`src/rtl/seg_display_scanner.sv`:
```
// seg_display_scanner: four-digit seven-segment scanner with blanking dead-time,
// frame-aligned write commit and leading-zero suppression.
module seg_display_scanner #(
    parameter int DIV       = 50000,
    parameter int BLANK_CYC = 1000
) (
    input  logic        clk,
    input  logic        rst,
    input  logic        wr_en,
    input  logic [15:0] wr_data,
    input  logic        lz_en,
    output logic        wr_ack,
    output logic        frame,
    output logic [3:0]  bcd,
    output logic [3:0]  an
);
    localparam int CW = $clog2(DIV);
    logic [CW-1:0] cnt;
    logic [1:0]    idx;
    logic [15:0]   disp, shadow;
    logic          pend, lz_q;
    logic          slot_end, boundary, blank, sup;
    assign slot_end = cnt == CW'(DIV - 1);
    assign boundary = slot_end && idx == 2'd3;
    always_ff @(posedge clk) begin
        if (rst) begin
            cnt    <= '0;
            idx    <= '0;
            disp   <= '0;
            shadow <= '0;
            pend   <= 1'b0;
            lz_q   <= 1'b0;
            wr_ack <= 1'b0;
            frame  <= 1'b0;
        end else begin
            cnt    <= slot_end ? '0 : cnt + 1'b1;
            idx    <= slot_end ? idx + 2'd1 : idx;
            wr_ack <= 1'b0;
            frame  <= 1'b0;
            if (boundary) begin
                lz_q  <= lz_en;
                frame <= 1'b1;
                // same-cycle write bypasses the shadow so it is never lost
                if (wr_en || pend) begin
                    disp   <= wr_en ? wr_data : shadow;
                    pend   <= 1'b0;
                    wr_ack <= 1'b1;
                end
            end else if (wr_en) begin
                shadow <= wr_data;
                pend   <= 1'b1;
            end
        end
    end
    // a digit is dark when it and every more-significant digit are zero
    assign sup   = lz_q && idx != 2'd0 && (disp >> {idx, 2'b00}) == 16'h0;
    assign blank = cnt < CW'(BLANK_CYC);
    assign an    = (blank || sup) ? 4'b1111 : ~(4'b0001 << idx);
    assign bcd   = disp[{idx, 2'b00} +: 4];
endmodule

```
`config.mk`:
```
export PLATFORM = sky130hd
export DESIGN_NAME = seg_display_scanner
export DESIGN_NICKNAME = d
export VERILOG_FILES = /design/src/rtl/seg_display_scanner.sv
export SDC_FILE = /design/constraint.sdc
export NUM_CORES = 1
export LEC_CHECK = 0
export ABC_AREA = 0
export BUFFER_PORTS_ARGS = -buffer_cell sky130_fd_sc_hd__buf_2
export CORE_MARGIN = 2
export CORE_UTILIZATION = 35
export CTS_BUF_LIST = sky130_fd_sc_hd__clkbuf_8 sky130_fd_sc_hd__clkbuf_16
export DETAILED_ROUTE_END_ITERATION = 8
export PLACE_DENSITY_LB_ADDON = 0.12
export SLEW_MARGIN = 20
export SYNTH_ARGS = -nofsm -noshare
export SYNTH_HDL_FRONTEND = slang
export SYNTH_SLANG_ARGS = --single-unit
```
`constraint.sdc`:
```
create_clock -name clk -period 4.8 [get_ports clk]
set_input_delay 0.24 -clock clk [delete_from_list [all_inputs] [get_ports clk]]
set_output_delay 0.24 -clock clk [all_outputs]
set_load 0.01 [all_outputs]
```
==> results.json, run 1 <==
{
  "areaGrowthSynthToFinish_pct": 10.8,
  "crit_buf_inv": 1,
  "grt_usage_pct": 13.6,
  "post_cts_buffers": 0,
  "p_clk_share_pct": 33.9,
  "met3_length_um": 174,
  "place_hpwl_um": 3790,
  "path_max_fanout": 11,
  "max-cap-violations": 0,
  "synth-seq-cells": 54,
  "required_ns": 4.56,
  "cts-buffers-inserted": 5,
  "cts.clk_slew.worst_paths_ns": 0.10,
  "start_util_pct": 36.2,
  "netSwitchingFraction_pct": 24.1,
  "cts_buffer_depth": 2,
  "status": "finished clean",
  "wl_met2_um": 2450,
  "drtIter0Drc": 66,
  "slowest_delay_ns": 0.66,
  "cp-end-kind": "output port",
  "seqPwrFrac_pct": 58.3,
  "fp.coreArea_um2": 7770,
  "grt_first_pass_wirelength_um": 9320,
  "path_cells": "mux4_2 > or2_2 > a2111o_1 > nand3_1 > buf_2",
  "ctsHoldBuffers": 0,
  "port_buffers": 29,
  "diodes": 0,
  "yosysSeqAreaShare_pct": 38.4,
  "clk_latency_ns": 0.31,
  "worst-path-stages": 5,
  "ir_drop_v": 0.000111,
  "setup_violations": 0,
  "grt_pass1_vias": 1890,
  "io_pins": 30,
  "fin_crit_sh_pct": 57.8,
  "drive_gt1_share_pct": 21.4,
  "comb_power_share_pct": 7.8,
  "powerDensity_nw_per_um2": 256,
  "hp-class": "in -> reg",
  "syn-cell-area_um2": 2810,
  "synth_cell_types": 41,
  "start_kind": "register",
  "cts_tree": "done",
  "p_int_uw": 605,
  "antenna_found_initial": 0,
  "vias": 1985,
  "synth_nets": 311,
  "crit_type": "reg -> out",
  "setup_ws_ns": 2.03,
  "cp_top_family": "flip-flops",
  "post-place-ws_ns": 2.36,
  "die_w_um": 93.6,
  "worstSetupStartpoint": "idx[0]",
  "numClockSinks": 54,
  "die-area_um2": 8770,
  "reg2reg_slack_ns": 2.37,
  "yosysTopAreaCellShare_pct": 38.4,
  "grt_setup_unrepaired": "false",
  "min_from": "wr_data[8]",
  "wl_per_cell_um": 13.4,
  "synth_area_leaders": "dfxtp_1 (38%), mux2i_1 (12%), nand2b_1 (7.1%), mux2_4 (5.3%), nor2_1 (4.8%)",
  "drc_errors": 0,
  "grt-ovfl-total": 0,
  "fin_tns_setup_ns": 0,
  "avgSynthCellArea_um2": 9.83,
  "r2r_cells": 4,
  "cts_resized": 0,
  "netlist_instances": 286,
  "firstDrtPassIters": 4,
  "fin_area_um2": 3120,
  "viasPerCell": 4.83,
  "power.leakage_nw": 1.29,
  "crit_path_top_delay_cell": "dfxtp_1",
  "p_switching_uw": 193,
  "finClkSkew_ns": 0.00701,
  "grt_max_degree": 73,
  "routed_wl_um": 5530,
  "drv_slew": 0,
  "std_cell_rows": 32,
  "placed_area_um2": 3020,
  "gp_congestion": 0.742,
  "synth_top_area_cell": "dfxtp_1",
  "nets": 333,
  "maxUsedRoutingLayer": "met4",
  "reg2reg_from": "cnt[11]",
  "cts-root-buf": "clkbuf_8",
  "htree_levels": 2,
  "hold_viol": 0,
  "yosysWarnings": 0,
  "period_needed_ns": 2.77,
  "ant_nets": 0,
  "min_path_cells": 3,
  "die_h_um": 93.6,
  "clock.fmax_mhz": 360,
  "tightest_slew_ns": 0.616,
  "wl_met1_um": 2820,
  "worstPathArrival_ns": 2.53,
  "slew_headroom_pct": 58.9
}
-- sequential cells by signal, indices dropped and copies added, names as in the netlist --
name    flops
wr_ack      1
shadow     16
pend        1
disp       16
idx         2
cnt        16
lz_q        1
frame       1
-- final timing paths --
check	to
min	shadow[8]
max reg2reg	disp[8]
max	an[2]
min reg2reg	shadow[14]
-- logic make-up after synthesis --
group | Yosys count | share of synthesized area, %
AND/OR/NAND/NOR | 126 | 25.6
flip-flops | 54 | 38.4
multiplexers | 53 | 22.7
buffers and inverters | 21 | 3.60
AO/OA/AOI/OAI | 15 | 3.74
XOR/XNOR | 12 | 3.74
adder cells (fa/ha/maj) | 5 | 2.22
-- per-stage QoR --
| stage | cells | power, mW | hold slack (ns) | utilization [%] |
|---|---|---|---|---|
| 5_1_grt | 411 | 0.842 | 0.179 | 40.1 |
| 2_1_floorplan | 286 | 0.522 | 0.395 | - |
| 4_1_cts | 411 | 0.812 | 0.178 | 40.1 |
| 6_report | 411 | 0.798 | 0.190 | 40.1 |
| 3_5_place_dp | 403 | 0.540 | 0.461 | 38.9 |
| 3_3_place_gp | 403 | 0.538 | 0.449 | 38.9 |
-- worst register-to-register path, cell delays in order (launching register included) --
cell,delay [ns]
dfxtp_1,0.37
or4_4,0.55
nor4_4,0.60
nand3b_4,0.40
mux2_4,0.40
-- cell type report --
type	instances	area, um^2
fill	806	4650
multi-input combinational	211	1630
sequential	54	1080
timing repair buffer	31	160
tap	102	128
clock buffer	6	82.6
inverter	5	18.8
clock inverter	2	12.5
-- cell usage after synthesis (all sizes together) --
library cell	count
nand4b	1
a211oi	1
and2	1
or2	2
nor3	2
nand2b	32
nor2b	16
o21ai	3
or4bb	1
ha	5
and3	1
xor2	5
nand2	6
clkbuf	12
mux2i	33
a21oi	3
dfxtp	54
nand4	4
nor4	7
and4	2
a2111o	1
mux2	16
buf	4
mux4	4
or3	3
o41ai	1
nand3b	1
nor2	36
nand3	8
o31ai	1
o211ai	2
a21boi	2
inv	5
xnor2	7
o21ba	1
or4	3
-- routing by layer --
metal  up-vias  track usage [%]
li1       1028                -
met1       920             19.0
met2        29             20.7
met3         8             2.82
met4         0             5.31
met5         -                0
-- layout by cell type (no fill, tap or decap), types with 3 or more instances in the layout --
master / count
o21ai_0: 3
nor2b_1: 16
buf_2: 29
a21oi_1: 3
clkbuf_8: 6
nor4_1: 6
mux2i_1: 33
mux2_4: 10
xor2_1: 5
nand3_1: 8
nand2b_1: 32
xnor2_1: 7
dfxtp_1: 54
or3_1: 3
inv_1: 5
mux4_2: 4
ha_1: 5
mux2_2: 6
nand2_1: 6
nand4_1: 4
nor2_1: 36
-- power groups by stage --
stage | sequential, mW | clock [mW] | combinational, mW
floorplan | 0.474 | 0 | 0.0479
global placement | 0.475 | 0 | 0.0634
detailed placement | 0.475 | 0 | 0.0643
CTS | 0.465 | 0.283 | 0.0646
global route | 0.467 | 0.304 | 0.0715
finish | 0.465 | 0.271 | 0.0626
Note: power is estimated with default switching activity, not from simulation.
==> inputs of run 2 (changes only) <==
--- a/config.mk
+++ b/config.mk
@@ -5,7 +5,7 @@
 export SDC_FILE = /design/constraint.sdc
 export NUM_CORES = 1
 export LEC_CHECK = 0
-export ABC_AREA = 0
+export ABC_AREA = 1
 export BUFFER_PORTS_ARGS = -buffer_cell sky130_fd_sc_hd__buf_2
 export CORE_MARGIN = 2
 export CORE_UTILIZATION = 35
==> constraint.sdc (replaced) <==
create_clock -name clk -period 2.7 [get_ports clk]
set_input_delay 0.135 -clock clk [delete_from_list [all_inputs] [get_ports clk]]
set_output_delay 0.135 -clock clk [all_outputs]
set_load 0.01 [all_outputs]
==> run 2 against run 1 <==
Hold slack worse by 0.13 ns. Synthesized area down 3.8%. Non-clock buffer count up 1. Final cell count up 30%. Synthesized cell count up 43%. Sequential cell count unchanged. Clock power up 70%. Register-to-register slack worse by 1.5 ns. Combinational power up 38%. Setup slack worse by 1.6 ns. Critical path depth up 3. Critical path type unchanged. Largest power group unchanged.
==> results.json, run 2 <==
{
  "p_switching_uw": 344,
  "placed_area_um2": 2900,
  "layout_common_cells": "nand2_1 (163), dfxtp_1 (54), inv_1 (33), nor2_1 (30), a21oi_1 (30)",
  "htree_levels": 2,
  "drive_gt1_share_pct": 12.5,
  "yosysSeqAreaShare_pct": 40.0,
  "wl_per_cell_um": 12.0,
  "cts.clk_slew.worst_paths_ns": 0.09,
  "required_ns": 2.57,
  "avgSynthCellArea_um2": 6.60,
  "path_cells": "inv_1 > ha_1 > nor3_1 > nand2_1 > nor2_1 > nand2_1 > nand3_1 > buf_2",
  "synth_async_sr_flop_share_pct": 0,
  "ant_nets": 0,
  "place_hpwl_um": 4810,
  "synth-edff-count": 0,
  "timing.rr.end": "lz_q",
  "start_util_pct": 35.6,
  "yosysTopAreaCellShare_pct": 40.0,
  "min_from": "lz_en",
  "std_cell_rows": 32,
  "cts-root-buf": "clkbuf_8",
  "layout_commonest_cell": "nand2_1",
  "r2r_cells": 6,
  "grt_usage_pct": 16.2,
  "routed_wl_um": 6430,
  "fin_crit_sh_pct": 84.4,
  "reg_top3": "cnt (16), disp (16), shadow (16)",
  "slew_headroom_pct": 66.8,
  "placedCellCount": 527,
  "antenna_found_initial": 0,
  "viasPerCell": 4.67,
  "cts_tree": "done",
  "fin_tns_setup_ns": 0,
  "synth-seq-cells": 54,
  "max-cap-violations": 0,
  "firstDrtPassIters": 4,
  "power.leakage_nw": 1.26,
  "slowest_delay_ns": 0.60,
  "setup_violations": 0,
  "cts_buffer_depth": 2,
  "path_common_cell": "nand2_1",
  "min_to": "lz_q",
  "crit_type": "reg -> out",
  "grt-ovfl-total": 0,
  "die_w_um": 91.9,
  "drtIter0Drc": 139,
  "numClockSinks": 54,
  "drc_errors": 0,
  "gp_congestion": 0.859,
  "netSwitchingFraction_pct": 25.1,
  "reg2reg_slack_ns": 0.88,
  "ys_top_cells_by_count": "nand2_1 (163), dfxtp_1 (54), inv_1 (32)",
  "powerDensity_nw_per_um2": 459,
  "crit_path_top_delay_cell": "dfxtp_1",
  "worstSetupStartpoint": "idx[0]",
  "die-area_um2": 8450,
  "tightest_slew_ns": 0.498,
  "reg2reg_from": "idx[0]",
  "hold_viol": 0,
  "grt_max_degree": 22,
  "die_h_um": 91.9,
  "grt_first_pass_wirelength_um": 11200,
  "start_kind": "register",
  "post_cts_buffers": 0,
  "vias": 2501,
  "comb_power_share_pct": 6.3,
  "worstPathArrival_ns": 2.14,
  "fin_area_um2": 2990,
  "io_pins": 30,
  "p_clk_share_pct": 33.6,
  "clk_latency_ns": 0.31,
  "instances_no_fill": 535,
  "synth.most_common_cell": "nand2_1",
  "cts-buffers-inserted": 5,
  "drv_slew": 0,
  "fp.coreArea_um2": 7610,
  "grt_pass1_vias": 2288,
  "diodes": 0,
  "grt_setup_unrepaired": "false",
  "areaGrowthSynthToFinish_pct": 10.4,
  "synth_cell_types": 26,
  "hp-class": "in -> reg",
  "cts_resized": 0,
  "min_path_cells": 3,
  "finClkSkew_ns": 0.0105,
  "synth_area_leaders": "dfxtp_1 (40%), nand2_1 (23%), a21oi_1 (5.6%), nand3_1 (5.4%), inv_1 (4.4%)",
  "ctsHoldBuffers": 0,
  "path_max_fanout": 14,
  "port_buffers": 29,
  "synth_top_flop_cell": "dfxtp_1",
  "p_int_mw": 1.03,
  "synth_nets": 435,
  "ir_drop_v": 0.000215,
  "netlist_instances": 410,
  "status": "finished clean",
  "syn-cell-area_um2": 2710,
  "period_needed_ns": 2.28,
  "clock.fmax_mhz": 439,
  "synth_top_area_cell": "dfxtp_1",
  "seqPwrFrac_pct": 60.1,
  "yosysWarnings": 0,
  "nets": 457,
  "cp-end-kind": "output port"
}
## run 2: how the worst max path moves through the flow
stage,endpoint,slack [ns],depth (start not counted)
after floorplan,an[0],1.21,8
after global placement,an[0],0.82,8
after detailed placement,an[1],0.77,8
after CTS,an[1],0.43,8
after global routing,an[2],0.14,8
final,an[2],0.42,8
## run 2: worst max-delay path, delay by kind of cell, from the launching register on
family / cells / cell delay, ns
adder cells (fa/ha/maj): 1 / 0.30
AND/OR/NAND/NOR: 5 / 0.53
buffers and inverters: 2 / 0.43
flip-flops: 1 / 0.60
## run 2: metal layers
layer / up-vias / track usage (%) / share of wire (%)
met3: 5 / 2.47 / 3.9
met1: 1107 / 24.3 / 53
met2: 44 / 24.3 / 42
li1: 1345 / - / -
met4: 0 / 4.10 / 1.1
met5: - / 0 / 0
## run 2: final cells by class
cell class | instances | area, um^2
Fill cell | 864 | 4620
Timing Repair Buffer | 32 | 168
Sequential cell | 54 | 1080
Clock buffer | 5 | 68.8
Tap cell | 102 | 128
Clock inverter | 3 | 20.0
Inverter | 38 | 143
Multi-Input combinational cell | 301 | 1380
## run 2: logic make-up after synthesis
group	share of synthesized area [%]
DFF	40.0
xor gates and xnor gates	0.324
adders and majority gates	2.31
buffers and inverters	9.07
and+or+nand+nor	40.6
AOI/OAI and AO/OA	7.72
## run 2: metrics by stage
step	hold WS [ns]	util (%)	power (mW)	setup WS (ns)
after floorplan	0.254	-	0.900	1.21
after global placement	0.368	38.1	0.929	0.815
after detailed placement	0.383	38.1	0.930	0.768
after CTS	0.0626	39.3	1.39	0.427
after global routing	0.0632	39.3	1.44	0.137
final	0.0627	39.3	1.37	0.421
## run 2: power groups by stage
stage	registers, mW	clock network [mW]	logic (mW)
after floorplan	0.839	0	0.0606
after detailed placement	0.841	0	0.0889
after CTS	0.823	0.476	0.0891
after global routing	0.825	0.511	0.101
final	0.823	0.461	0.0866
after global placement	0.841	0	0.0882
